$ cat src/rtl/mem_pkg.sv
// Shared opcodes, FSM state encoding and widths for the memory initiator.
package mem_pkg;

    localparam int unsigned ADDR_W = 8;
    localparam int unsigned DATA_W = 8;

    typedef enum logic [1:0] {
        OP_LOAD  = 2'b00,
        OP_STORE = 2'b01,
        OP_COPY  = 2'b10,
        OP_RSVD  = 2'b11
    } op_e;

    typedef enum logic [2:0] {
        S_IDLE  = 3'd0,
        S_RD    = 3'd1,
        S_WR    = 3'd2,
        S_CP_RD = 3'd3,
        S_CP_WR = 3'd4,
        S_FIN   = 3'd5
    } state_e;

endpackage

$ cat src/rtl/mem_xfer_counter.sv
// Block-copy offset and remaining-byte tracker with a registered last-byte flag.
module mem_xfer_counter
    import mem_pkg::*;
(
    input  logic              clk,
    input  logic              reset,
    input  logic              load_i,
    input  logic              step_i,
    input  logic [ADDR_W-1:0] len_i,
    output logic [ADDR_W-1:0] offset_o,
    output logic              last_o
);

    logic [ADDR_W-1:0] offset_q;
    logic [ADDR_W-1:0] remain_q;
    logic              last_q;

    // Load restarts the walk at offset 0; each step advances one byte.
    always_ff @(posedge clk) begin
        if (reset) begin
            offset_q <= '0;
            remain_q <= '0;
            last_q   <= 1'b0;
        end else if (load_i) begin
            offset_q <= '0;
            remain_q <= len_i;
            last_q   <= (len_i == ADDR_W'(1));
        end else if (step_i) begin
            offset_q <= ADDR_W'(offset_q + ADDR_W'(1));
            remain_q <= ADDR_W'(remain_q - ADDR_W'(1));
            last_q   <= (remain_q == ADDR_W'(2));
        end
    end

    assign offset_o = offset_q;
    assign last_o   = last_q;

endmodule

$ cat src/rtl/mem_initiator.sv
// Memory initiator: single-byte load/store and forward byte-wise block copy.
module mem_initiator
    import mem_pkg::*;
(
    input  logic              clk,
    input  logic              reset,
    input  logic              req,
    input  logic [1:0]        op,
    input  logic [ADDR_W-1:0] addr,
    input  logic [DATA_W-1:0] wdata,
    input  logic [ADDR_W-1:0] dst,
    input  logic [ADDR_W-1:0] len,
    output logic              busy,
    output logic              done,
    output logic              err,
    output logic [DATA_W-1:0] rdata,
    output logic              memRead,
    output logic              memWrite,
    output logic [ADDR_W-1:0] input_addr,
    output logic [DATA_W-1:0] dataMemWrite,
    input  logic [DATA_W-1:0] readData
);

    state_e            state_q;
    logic [ADDR_W-1:0] src_q;
    logic [ADDR_W-1:0] dst_q;
    logic              busy_q;
    logic              done_q;
    logic              err_q;
    logic [DATA_W-1:0] rdata_q;
    logic              mem_read_q;
    logic              mem_write_q;
    logic [ADDR_W-1:0] addr_q;
    logic [DATA_W-1:0] wdat_q;

    logic              cnt_load_c;
    logic              cnt_step_c;
    logic [ADDR_W-1:0] offset;
    logic              last;

    // Counter control: load on an accepted non-empty copy, step after each copy write.
    always_comb begin
        cnt_load_c = 1'b0;
        cnt_step_c = 1'b0;
        if (state_q == S_IDLE && req && op_e'(op) == OP_COPY && len != '0) begin
            cnt_load_c = 1'b1;
        end
        if (state_q == S_CP_WR) begin
            cnt_step_c = 1'b1;
        end
    end

    mem_xfer_counter u_cnt (
        .clk      (clk),
        .reset    (reset),
        .load_i   (cnt_load_c),
        .step_i   (cnt_step_c),
        .len_i    (len),
        .offset_o (offset),
        .last_o   (last)
    );

    // Sequencer; every output is set on the edge that enters the state it belongs to.
    always_ff @(posedge clk) begin
        if (reset) begin
            state_q     <= S_IDLE;
            src_q       <= '0;
            dst_q       <= '0;
            busy_q      <= 1'b0;
            done_q      <= 1'b0;
            err_q       <= 1'b0;
            rdata_q     <= '0;
            mem_read_q  <= 1'b0;
            mem_write_q <= 1'b0;
            addr_q      <= '0;
            wdat_q      <= '0;
        end else begin
            case (state_q)
                S_IDLE: begin
                    if (req) begin
                        src_q  <= addr;
                        dst_q  <= dst;
                        busy_q <= 1'b1;
                        case (op_e'(op))
                            OP_LOAD: begin
                                state_q    <= S_RD;
                                mem_read_q <= 1'b1;
                                addr_q     <= addr;
                            end
                            OP_STORE: begin
                                state_q     <= S_WR;
                                mem_write_q <= 1'b1;
                                addr_q      <= addr;
                                wdat_q      <= wdata;
                            end
                            OP_COPY: begin
                                if (len == '0) begin
                                    state_q <= S_FIN;
                                    done_q  <= 1'b1;
                                end else begin
                                    state_q    <= S_CP_RD;
                                    mem_read_q <= 1'b1;
                                    addr_q     <= addr;
                                end
                            end
                            default: begin
                                state_q <= S_FIN;
                                done_q  <= 1'b1;
                                err_q   <= 1'b1;
                            end
                        endcase
                    end
                end
                S_RD: begin
                    rdata_q    <= readData;
                    mem_read_q <= 1'b0;
                    done_q     <= 1'b1;
                    state_q    <= S_FIN;
                end
                S_WR: begin
                    mem_write_q <= 1'b0;
                    done_q      <= 1'b1;
                    state_q     <= S_FIN;
                end
                S_CP_RD: begin
                    // The write-data register doubles as the latched copy byte.
                    mem_read_q  <= 1'b0;
                    mem_write_q <= 1'b1;
                    addr_q      <= ADDR_W'(dst_q + offset);
                    wdat_q      <= readData;
                    state_q     <= S_CP_WR;
                end
                S_CP_WR: begin
                    mem_write_q <= 1'b0;
                    if (last) begin
                        done_q  <= 1'b1;
                        state_q <= S_FIN;
                    end else begin
                        mem_read_q <= 1'b1;
                        addr_q     <= ADDR_W'(src_q + offset + ADDR_W'(1));
                        state_q    <= S_CP_RD;
                    end
                end
                S_FIN: begin
                    done_q  <= 1'b0;
                    err_q   <= 1'b0;
                    busy_q  <= 1'b0;
                    state_q <= S_IDLE;
                end
                default: begin
                    state_q     <= S_IDLE;
                    busy_q      <= 1'b0;
                    done_q      <= 1'b0;
                    err_q       <= 1'b0;
                    mem_read_q  <= 1'b0;
                    mem_write_q <= 1'b0;
                end
            endcase
        end
    end

    assign busy         = busy_q;
    assign done         = done_q;
    assign err          = err_q;
    assign rdata        = rdata_q;
    assign memRead      = mem_read_q;
    assign memWrite     = mem_write_q;
    assign input_addr   = addr_q;
    assign dataMemWrite = wdat_q;

endmodule

$ cat config.mk
export PLATFORM = sky130hd
export DESIGN_NAME = mem_initiator
export DESIGN_NICKNAME = d
export VERILOG_FILES = /design/src/rtl/mem_pkg.sv /design/src/rtl/mem_xfer_counter.sv /design/src/rtl/mem_initiator.sv
export SDC_FILE = /design/constraint.sdc
export NUM_CORES = 1
export LEC_CHECK = 0
export BUFFER_PORTS_ARGS = -buffer_cell sky130_fd_sc_hd__buf_2
export CELL_PAD_IN_SITES_DETAIL_PLACEMENT = 0
export CELL_PAD_IN_SITES_GLOBAL_PLACEMENT = 1
export CORE_UTILIZATION = 30
export DETAILED_ROUTE_END_ITERATION = 7
export PLACE_DENSITY = 0.61
export SLEW_MARGIN = 20
export SYNTH_ARGS = -nofsm -noshare
export SYNTH_HDL_FRONTEND = slang
export SYNTH_SLANG_ARGS = --single-unit
$ cat constraint.sdc
create_clock -name clk -period 4.5 [get_ports clk]
set_input_delay 0.9 -clock clk [delete_from_list [all_inputs] [get_ports clk]]
set_output_delay 0.9 -clock clk [all_outputs]
set_load 0.02 [all_outputs]
==> results of run 1 <==
## cells by family (layout without fill, tap and decap cells)
logic type | after synthesis | count (layout)
xor gates and xnor gates | 11 | 11
buffers and inverters | 36 | 101
muxes | 3 | 3
AOI/OAI and AO/OA | 132 | 132
DFF | 65 | 65
and+or+nand+nor | 187 | 187
adders and majority gates | 20 | 20
## power by group through the flow
stage	clock (mW)	combinational, mW	sequential (mW)
after floorplan	0	0.264	0.732
after global placement	0	0.409	0.716
after detailed placement	0	0.411	0.716
after CTS	0.679	0.412	0.704
after global routing	0.698	0.454	0.714
final	0.659	0.409	0.705
## through the flow
step                      total power [mW]  utilization (%)  hold WS [ns]  instances
final                                 1.77             37.5         0.447        662
after global routing                  1.87             37.5         0.474        662
after CTS                             1.80             37.4         0.452        662
after detailed placement              1.13             35.1         0.445        649
after global placement                1.12             35.1         0.440        649
after floorplan                      0.995                -         0.436        454
## sequential cells by signal, indices dropped and copies added (netlist names), 3 cells and up
name and flops:
input_addr 8, u_cnt.offset_o 8, u_cnt.remain_q 8, rdata 8
dataMemWrite 8, state_q 3, dst_q 8, src_q 8
## worst reg2reg max path: stages (launching register included)
cell	delay, ns
dfxtp_1	0.50
nor3_2	0.43
nand2_1	0.52
nor3_1	0.72
a22oi_1	0.20
a21oi_1	0.18
## cell type report
type | instances | area (um^2)
clock buffer | 13 | 270
timing repair buffer | 77 | 395
fill | 1258 | 7260
inverter | 11 | 41.3
tap | 143 | 179
multi-input combinational | 353 | 2170
sequential | 65 | 1300
## layout by cell type (no fill, tap or decap), types with 4 or more instances in the layout
cell type | synthesis | layout
nand2_1 | 84 | 84
buf_2 | 3 | 73
dfxtp_1 | 65 | 65
nor2_1 | 47 | 47
a21oi_1 | 46 | 45
ha_1 | 18 | 18
o21ai_0 | 17 | 17
a211oi_1 | 16 | 16
inv_1 | 11 | 11
nor3_1 | 10 | 10
a311oi_1 | 10 | 10
clkbuf_16 | 0 | 9
xor2_1 | 7 | 7
nor2b_1 | 6 | 6
o211ai_1 | 6 | 6
a21o_1 | 6 | 6
nand3_1 | 5 | 5
a31oi_1 | 5 | 5
nand2b_1 | 4 | 4
nand3b_1 | 4 | 4
xnor2_1 | 4 | 4
buf_4 | 3 | 4
## path summary, 6_finish.rpt
check | from | slack (ns) | cells after the start | end
max | state_q[0] | 1.88 | 5 | u_cnt.remain_q[5]
min | rdata[2] | 0.45 | 2 | rdata[2]
max reg2reg | state_q[0] | 1.88 | 5 | u_cnt.remain_q[5]
min reg2reg | rdata[2] | 0.45 | 2 | rdata[2]
## cell usage after synthesis, types with 2 or more instances
| master | number |
|---|---|
| or2_2 | 2 |
| or3_1 | 2 |
| a221oi_1 | 3 |
| nand3b_1 | 4 |
| nand2_1 | 84 |
| nor4_1 | 3 |
| buf_2 | 3 |
| clkbuf_1 | 18 |
| nand2b_1 | 4 |
| or4_1 | 2 |
| a21oi_1 | 46 |
| nor3_1 | 10 |
| a2111oi_0 | 3 |
| a21o_1 | 6 |
| nand3_1 | 5 |
| a211oi_1 | 16 |
| dfxtp_1 | 65 |
| a311oi_1 | 10 |
| o21ai_0 | 17 |
| inv_1 | 11 |
| nor2_1 | 47 |
| a31oi_1 | 5 |
| nor2b_1 | 6 |
| buf_4 | 3 |
| and2_1 | 3 |
| ha_1 | 18 |
| o31a_1 | 2 |
| mux2i_1 | 2 |
| fa_1 | 2 |
| xor2_1 | 7 |
| nand4_1 | 2 |
| xnor2_1 | 4 |
| o21a_1 | 3 |
| and3_1 | 2 |
| a211oi_2 | 2 |
| o211ai_1 | 6 |
| nor3b_1 | 2 |
## layer usage
| metal | track usage, % | part of all wire [%] | vias up |
|---|---|---|---|
| met1 | 23.7 | 51 | 1578 |
| met3 | 5.77 | 5.9 | 7 |
| met5 | 0 | 0 | - |
| met4 | 4.32 | 0.82 | 0 |
| li1 | - | - | 1746 |
| met2 | 26.2 | 42 | 84 |
==> key figures, run 1 <==
Synthesis
  • EDFF count, synth: 0
  • Yosys top cell area share: between 30 and 40%
  • Sequential share of the synthesized area: between 30 and 40%
  • Distinct cells, synth: 61
  • Cell Area, Synth: 3620 um^2
  • Cells after synthesis: ~450
  • Area leader, netlist: dfxtp_1
  • Main combinational cell family by area after synthesis: compound AO/OA/AOI/OAI gates
  • Synthesis-stage register bit count: 65
  • Post-Syn Area per Cell: between 7 and 8 um^2
  • Top cells by area, synth: dfxtp_1, nand2_1, a21oi_1, ha_1, nor2_1
  • Synth warnings: 0
  • XOR/XNOR Fraction of Synth Area: between 2 and 3%
  • Top FF cell, synth: dfxtp_1
  • Adder-cell share of the synthesized area: about 7.3%
  • Mux cell area share after synthesis: less than 1%
  • Post-Synth Simple-Gate Area: between 20% and 30%
  • Post-synthesis compound-gate area fraction: roughly a quarter
  • Ys async rst share: 0%
  • Post-Synthesis Net Count: 519

Clocking
  • Setup Fix Bufs, Post-CTS: 0
  • Worst-skew pair later-pin latency: around 0.34 ns
  • CTS tree: built
  • Post-CTS Hold Buffers: 0
  • CTS Buf Count: 9
  • CTS resizes: 0
  • Clock transition at the registers of the reported paths: about 0.050 ns
  • Clk buf depth: 2
  • CTS HTree Levels: 3
  • CTS sink count: 65
  • CTS Root Cell: clkbuf_16

Setup path
  • WP buf/inv: 0
  • Crit-path max FO: 17
  • CP startpoint kind: register
  • Crit. End Element: register
  • Worst Path Required: roughly 4.8 ns
  • CP delay by family, top: simple AND/OR/NAND/NOR gates
  • Slowest cell on crit path: nor3_1
  • Delay of the slowest critical-path stage: between 0.7 and 0.8 ns
  • Worst path cell trace: nor3_2 > nand2_1 > nor3_1 > a22oi_1 > a21oi_1
  • Crit Path Category: reg2reg
  • Critical path arrival: about 2.9 ns

Routing
  • Routed wire length: roughly 11 mm
  • DR vias/cell: between 5 and 6
  • Initial DRC Count: about 160
  • Number of routed nets with antenna violations: 0
  • Vias post-DR: about 3400
  • TritonRoute pass-1 iters: 8
  • Residual DRC count: 8
  • Routed WL per cell: roughly 16 um

Timing
  • Slew HR: about a third
  • Post-Route Skew: roughly 0.0037 ns
  • Hold Vio Cnt, Final: 0
  • Final min period: 2.62 ns
  • Setup_tns: 0 ns
  • Period Utilization, post-route: 58.2%
  • Highest clock rate: 382 MHz
  • Slew Limit Fails: 0
  • Final setup violation count: 0
  • Slew @ Worst Pin: between 0.9 and 1 ns
  • Setup WS post-layout: 1.88 ns
  • RSZ-0062 raised after global routing: false

Floorplanning
  • Die area: between 10000 and 15000 um^2
  • Initial Utilization: between 30 and 40%
  • Core area: ~12000 um^2
  • Die X: between 100 and 150 um
  • IO Count: 74
  • FP Rows: 39
  • Die Ht: 112 um

Place
  • Routability Congestion: 0.771
  • # port buffers: 73
  • Final HPWL DP: about 7.7 mm
  • Pre-CTS WS: between 1.5 and 2 ns
  • Placed instance area: 4080 um^2

Final layout
  • Design Area, Final: around 4400 um^2
  • Layout cells sized above 1: about a fifth
  • Area Overhead vs Synth: 20.2%
  • Nets: slightly below 600
  • Ant. Diodes: 0

Power
  • P_leak: 1.81 nW
  • Net Sw Frac: 31.9%
  • Clock share of power: a little under two fifths
  • P per Cell Area: slightly above 400 nW/um^2
  • Combinational cell fraction of total power: 23.1%
  • Flop pwr share: about two fifths
  • Sw power: 0.565 mW
  • Max VDD drop: about 200 uV
  • Cell internal pwr: around 1.2 mW

Outcome
  • Status: finished, violations left
  • Violated checks: design-rule violations

Global route
  • Initial antenna violation count: 0
  • Vias in the first global route: approximately 3200
  • Largest net degree at the start of global routing: 31
  • First-pass GRT wire length: between 15 and 20 mm
  • Total GRT Usage: 17.4%
  • Grt ovf: 0

Min path
  • Hold WC Path Type: reg2reg

Job
  • Number of max-cap violations: 0
Power figures use the tool's default switching activity.
==> run 2: changes to the inputs <==
PLACE_DENSITY = 0.64   (was 0.61)
clock period = 2.3 ns   (was 4.5 ns; I/O delays follow)
==> key figures, run 2 (synthesis gave the netlist of run 1 again) <==
Outcome
  • Status: finished, violations left
  • Violated checks: design-rule violations

Timing
  • Setup_tns: 0 ns (unchanged)
  • Slew Limit Fails: 0 (unchanged)
  • Hold Vio Cnt, Final: 0 (unchanged)
  • Final setup violation count: 0 (unchanged)
  • Slew HR: 44.5% (+9.6 points)
  • Setup WS post-layout: 0.113 ns (-1.77 ns)
  • Period Utilization, post-route: 95.1% (+37 points)
  • Final min period: 2.19 ns (-0.432 ns)
  • Post-Route Skew: 0.00946 ns (+0.00572 ns)
  • Slew @ Worst Pin: 0.831 ns (-0.143 ns)
  • RSZ-0062 raised after global routing: true
  • Highest clock rate: 457 MHz (+20%)

Setup path
  • Register-to-Register Path Depth: 7 (+2)
  • Worst Path Required: 2.51 ns (-2.25 ns)
  • CP startpoint kind: register
  • Crit-path max FO: 3 (-14)
  • Critical path arrival: 2.39 ns (-0.49 ns)
  • Crit Path Category: reg2reg
  • Crit. End Element: register

Final layout
  • Layout cells sized above 1: 22.3% (+2.2 points)
  • Most frequent cells in the layout: nand2_1, buf_2, dfxtp_1, nor2_1, a21oi_1
  • Area Overhead vs Synth: 23.7%
  • Commonest non-fill, non-tap cell in the layout: nand2_1
  • Ant. Diodes: 0 (unchanged)
  • Finished Core Util: 38.6% (+1.1 points)
  • FILL cells: 1283 (+2.0%)
  • Nets: 595 (+2.2%)

Global route
  • Initial antenna violation count: 0 (unchanged)
  • Vias in the first global route: 3302 (+4.2%)
  • Largest net degree at the start of global routing: 23 (-26%)
  • First-pass GRT wire length: 17.0 mm (+1.6%)
  • Grt ovf: 0 (unchanged)
  • Total GRT Usage: 17.3% (-0.088 points)

Power
  • P_leak: 1.89 nW (+4.4%)
  • Max VDD drop: 317 uV (+60%)
  • P per Cell Area: 800 nW/um^2 (+96%)

Clocking
  • Clk buf depth: 2 (unchanged)
  • Worst-skew pair later-pin latency: 0.33 ns (about the same)
  • CTS Buf Count: 9 (unchanged)
  • CTS HTree Levels: 3 (unchanged)
  • Clock transition at the registers of the reported paths: 0.05 ns (about the same)
  • CTS sink count: 65 (unchanged)
  • CTS tree: built
  • CTS Root Cell: clkbuf_16

Routing
  • DR vias/cell: 5.16 (about the same)
  • Residual DRC count: 10 (+2)
  • Vias post-DR: 3492 (+2.3%)
  • TritonRoute pass-1 iters: 8 (unchanged)
  • Initial DRC Count: 196 (+26%)
  • Routed WL per cell: 15.5 um (-3.1%)
  • Routed wire length: 10.5 mm (-0.88%)
  • Number of routed nets with antenna violations: 0 (unchanged)

Place
  • # port buffers: 73 (unchanged)
  • Routability Congestion: 0.808 (+4.9%)
  • Pre-CTS WS: 0.0566 ns (-1.63 ns)
  • Final HPWL DP: 7.84 mm (+2.2%)

Min path
  • Hold Crit Depth: 3 (+1)
  • Hold WC Path Type: in2reg

Job
  • Number of max-cap violations: 0 (unchanged)

Floorplanning
  • Core area: 11600 um^2 (unchanged)
  • Initial Utilization: 31.2% (unchanged)
  • Die area: 12500 um^2 (unchanged)
  • IO Count: 74 (unchanged)
  • FP Rows: 39 (unchanged)
  • Die Ht: 112 um (unchanged)
  • Die X: 112 um (unchanged)
==> run 2: area by class of cell <==
cell class              instances  area [um^2]  area share, %
clock buffers                  12          256           5.73
clock inverters                 3         40.0          0.894
inverters                      11         41.3          0.922
multi-input cells             353         2170           48.4
flip-flops and latches         65         1300           29.1
well taps                     143          179           3.99
repair buffers                 90          493           11.0
==> run 2: stage by stage <==
stage                     instances  total power, mW  instance area (um^2)  hold WS (ns)
after floorplan                 454             1.95                  3620         0.436
after global placement          662             2.23                  4180         0.442
after detailed placement        662             2.24                  4180         0.449
after CTS                       677             3.63                  4470         0.359
after global routing            677             3.79                  4480         0.369
final                           677             3.58                  4480         0.367
==> run 2: path summary, 6_finish.rpt <==
path | slack (ns) | to | from
worst max-delay path | 0.11 | input_addr[6] | u_cnt.offset_o[0]
worst min-delay path | 0.37 | dst_q[2] | dst[2]
worst max register to register | 0.11 | input_addr[6] | u_cnt.offset_o[0]
worst min register to register | 0.46 | rdata[2] | rdata[2]
==> run 2: worst max-delay path, stage by stage (launching register included) <==
cell and delay (ns):
dfxtp_1 0.31, ha_1 0.23, fa_1 0.42, a211oi_2 0.32, nor4_1 0.11, a2111oi_1 0.40, a2bb2oi_1 0.19, a311oi_1 0.09
==> run 2: routing by layer <==
| layer | share of wire [%] | GRT usage, % | vias up | wire length (um) |
|---|---|---|---|---|
| met5 | 0 | 0 | - | 0 |
| li1 | - | - | 1783 | - |
| met3 | 4.8 | 4.14 | 8 | 502 |
| met4 | 1.2 | 5.41 | 0 | 130 |
| met2 | 46 | 28.1 | 75 | 4800 |
| met1 | 48 | 22.5 | 1626 | 5030 |
==> run 2: where the power goes <==
group | total, mW | internal, mW | leakage (nW) | switching [mW]
clock network | 1.37 | 0.888 | 0.148 | 0.484
logic | 0.856 | 0.334 | 1.21 | 0.522
registers | 1.36 | 1.26 | 0.532 | 0.0989
==> run 2: what timing repair did <==
item	in CTS	in global routing
endpoints found under the setup margin	0	3
hold buffers	0	0
buffers inserted	0	0
resized for setup	0	2
==> run 3: changes to the inputs <==
PLACE_DENSITY = 0.61   (was 0.64)
SLEW_MARGIN = 15   (was 20)
clock period = 2.45 ns   (was 2.3 ns; I/O delays follow)
==> key figures, run 3 (synthesis gave the netlist of run 1 again) <==
Setup path
  • Crit. End Element: register
  • R2r startpoint: u_cnt.offset_o[0]
  • CP endpoint: input_addr[6]
  • CP startpoint kind: register
  • Register-to-Register Path Depth: 7 (unchanged)
  • Critical path arrival: 2.56 ns (+0.17 ns)
  • Reg2Reg Capture Point: input_addr[6]
  • Crit Path Category: reg2reg
  • Crit-path max FO: 5 (+2)
  • Worst Path Required: 2.67 ns (+0.16 ns)
  • Crit path launch: u_cnt.offset_o[0]
  • Reg2reg setup slack: 0.10 ns (about the same)

Global route
  • Grt ovf: 0 (unchanged)
  • Vias in the first global route: 3294 (-0.24%)
  • Largest net degree at the start of global routing: 19 (-17%)
  • Initial antenna violation count: 0 (unchanged)
  • First-pass GRT wire length: 17.5 mm (+3.0%)
  • Total GRT Usage: 18.2% (+0.88 points)

Outcome
  • Violated checks: design-rule violations
  • Status: finished, violations left

Clocking
  • CTS resizes: 0 (unchanged)
  • CTS tree: built
  • Post-CTS Hold Buffers: 0 (unchanged)
  • CTS HTree Levels: 3 (unchanged)
  • Setup Fix Bufs, Post-CTS: 0 (unchanged)
  • Worst-skew pair later-pin latency: 0.34 ns (about the same)
  • Clk buf depth: 2 (unchanged)
  • CTS Buf Count: 9 (unchanged)
  • CTS Root Cell: clkbuf_16
  • CTS sink count: 65 (unchanged)
  • Clock transition at the registers of the reported paths: 0.06 ns (about the same)

Final layout
  • Post-Layout Cell Count: 676 (-0.15%)
  • FILL cells: 1238 (-3.5%)
  • Area Overhead vs Synth: 24.7%
  • Nets: 593 (-0.34%)
  • Ant. Diodes: 0 (unchanged)
  • Layout cells sized above 1: 22.1% (-0.15 points)
  • Commonest non-fill, non-tap cell in the layout: nand2_1
  • Most frequent cells in the layout: nand2_1, buf_2, dfxtp_1, nor2_1, a21oi_1

Floorplanning
  • IO Count: 74 (unchanged)
  • Core area: 11600 um^2 (unchanged)
  • Die Ht: 112 um (unchanged)
  • Initial Utilization: 31.2% (unchanged)
  • Die area: 12500 um^2 (unchanged)
  • Die X: 112 um (unchanged)
  • FP Rows: 39 (unchanged)

Place
  • Placed cell count: 660 (-0.30%)
  • # port buffers: 73 (unchanged)
  • Final HPWL DP: 8.00 mm (+2.1%)
  • Routability Congestion: 0.809 (+0.14%)

Routing
  • Residual DRC count: 8 (-2)
  • Vias post-DR: 3489 (-0.086%)
  • Number of routed nets with antenna violations: 0 (unchanged)
  • Routed WL per cell: 15.9 um (+3.0%)
  • DR vias/cell: 5.16 (about the same)
  • Routed wire length: 10.8 mm (+2.8%)
  • TritonRoute pass-1 iters: 6 (-2)
  • Initial DRC Count: 271 (+38%)

Timing
  • Final min period: 2.35 ns (+0.158 ns)
  • Slew HR: 41.5% (-3.0 points)
  • Post-Route Skew: 0.00709 ns (-0.00237 ns)
  • Setup_tns: 0 ns (unchanged)
  • Final setup violation count: 0 (unchanged)
  • Slew @ Worst Pin: 0.876 ns (+0.0453 ns)
  • Slew Limit Fails: 0 (unchanged)
  • Highest clock rate: 426 MHz (-6.8%)
  • RSZ-0062 raised after global routing: false
  • Period Utilization, post-route: 95.7% (+0.64 points)
  • Hold Vio Cnt, Final: 0 (unchanged)

Power
  • P_leak: 1.89 nW (+0.30%)
  • P per Cell Area: 798 nW/um^2 (-0.24%)
  • Max VDD drop: 363 uV (+14%)

Job
  • Number of max-cap violations: 0 (unchanged)

Min path
  • Hold WC Path Type: in2reg
[run 3: changes by cell type in the layout (fill, tap and decap cells not counted), moves of 2 or more]
| cell | previous run | this run |
|---|---|---|
| buf_4 | 17 | 15 |
| bufinv_16 | 1 | 3 |
| clkinv_2 | 2 | 0 |
| clkinvlp_4 | 0 | 2 |
[run 3: critical path, cell delays in order, from the launching register on]
cell       delay, ns
dfxtp_1         0.35
ha_1            0.26
fa_1            0.44
a211oi_1        0.43
nor4_1          0.10
a2111oi_0       0.36
a2bb2oi_1       0.19
a311oi_1        0.09
[run 3: layer usage]
metal | track usage (%) | share of wire, %
met2 | 27.8 | 43
met1 | 24.8 | 51
met3 | 4.95 | 4.9
met4 | 5.41 | 1.1
met5 | 0 | 0
[run 3: cell type report]
class                      count  area (um^2)  share of cell area (%)
timing repair buffer          88          478                    10.6
inverter                      11         41.3                   0.915
multi-input combinational    353         2160                    47.9
clock inverter                 6          114                    2.52
tap                          143          179                    3.96
sequential                    65         1300                    28.8
clock buffer                  10          239                    5.29
[run 3: metrics by stage]
stage,util [%],worst slack [ns],power (mW),hold slack (ns),area (um^2)
floorplan,-,0.347,1.83,0.436,3620
global placement,35.8,0.220,2.09,0.442,4160
detailed placement,35.8,0.133,2.09,0.446,4160
CTS,38.9,0.105,3.64,0.379,4510
global route,38.9,0.0502,3.81,0.394,4510
finish,38.9,0.104,3.60,0.390,4510
[run 3: worst min-delay path by stage]
stage / start / end / cells past startpoint / slack (ns)
floorplan: src_q[0] / src_q[0] / 2 / 0.44
detailed placement: rdata[4] / rdata[4] / 2 / 0.45
global placement: rdata[4] / rdata[4] / 2 / 0.44
global route: dst[7] / dst_q[7] / 3 / 0.39
finish: dst[0] / dst_q[0] / 3 / 0.39
CTS: dst[0] / dst_q[0] / 3 / 0.38
[run 3: power breakdown]
group	total, mW	switching (mW)	internal [mW]
Clock	1.53	0.510	1.02
Combinational	0.797	0.488	0.309
Sequential	1.27	0.0928	1.18
Total	3.60	1.09	2.51
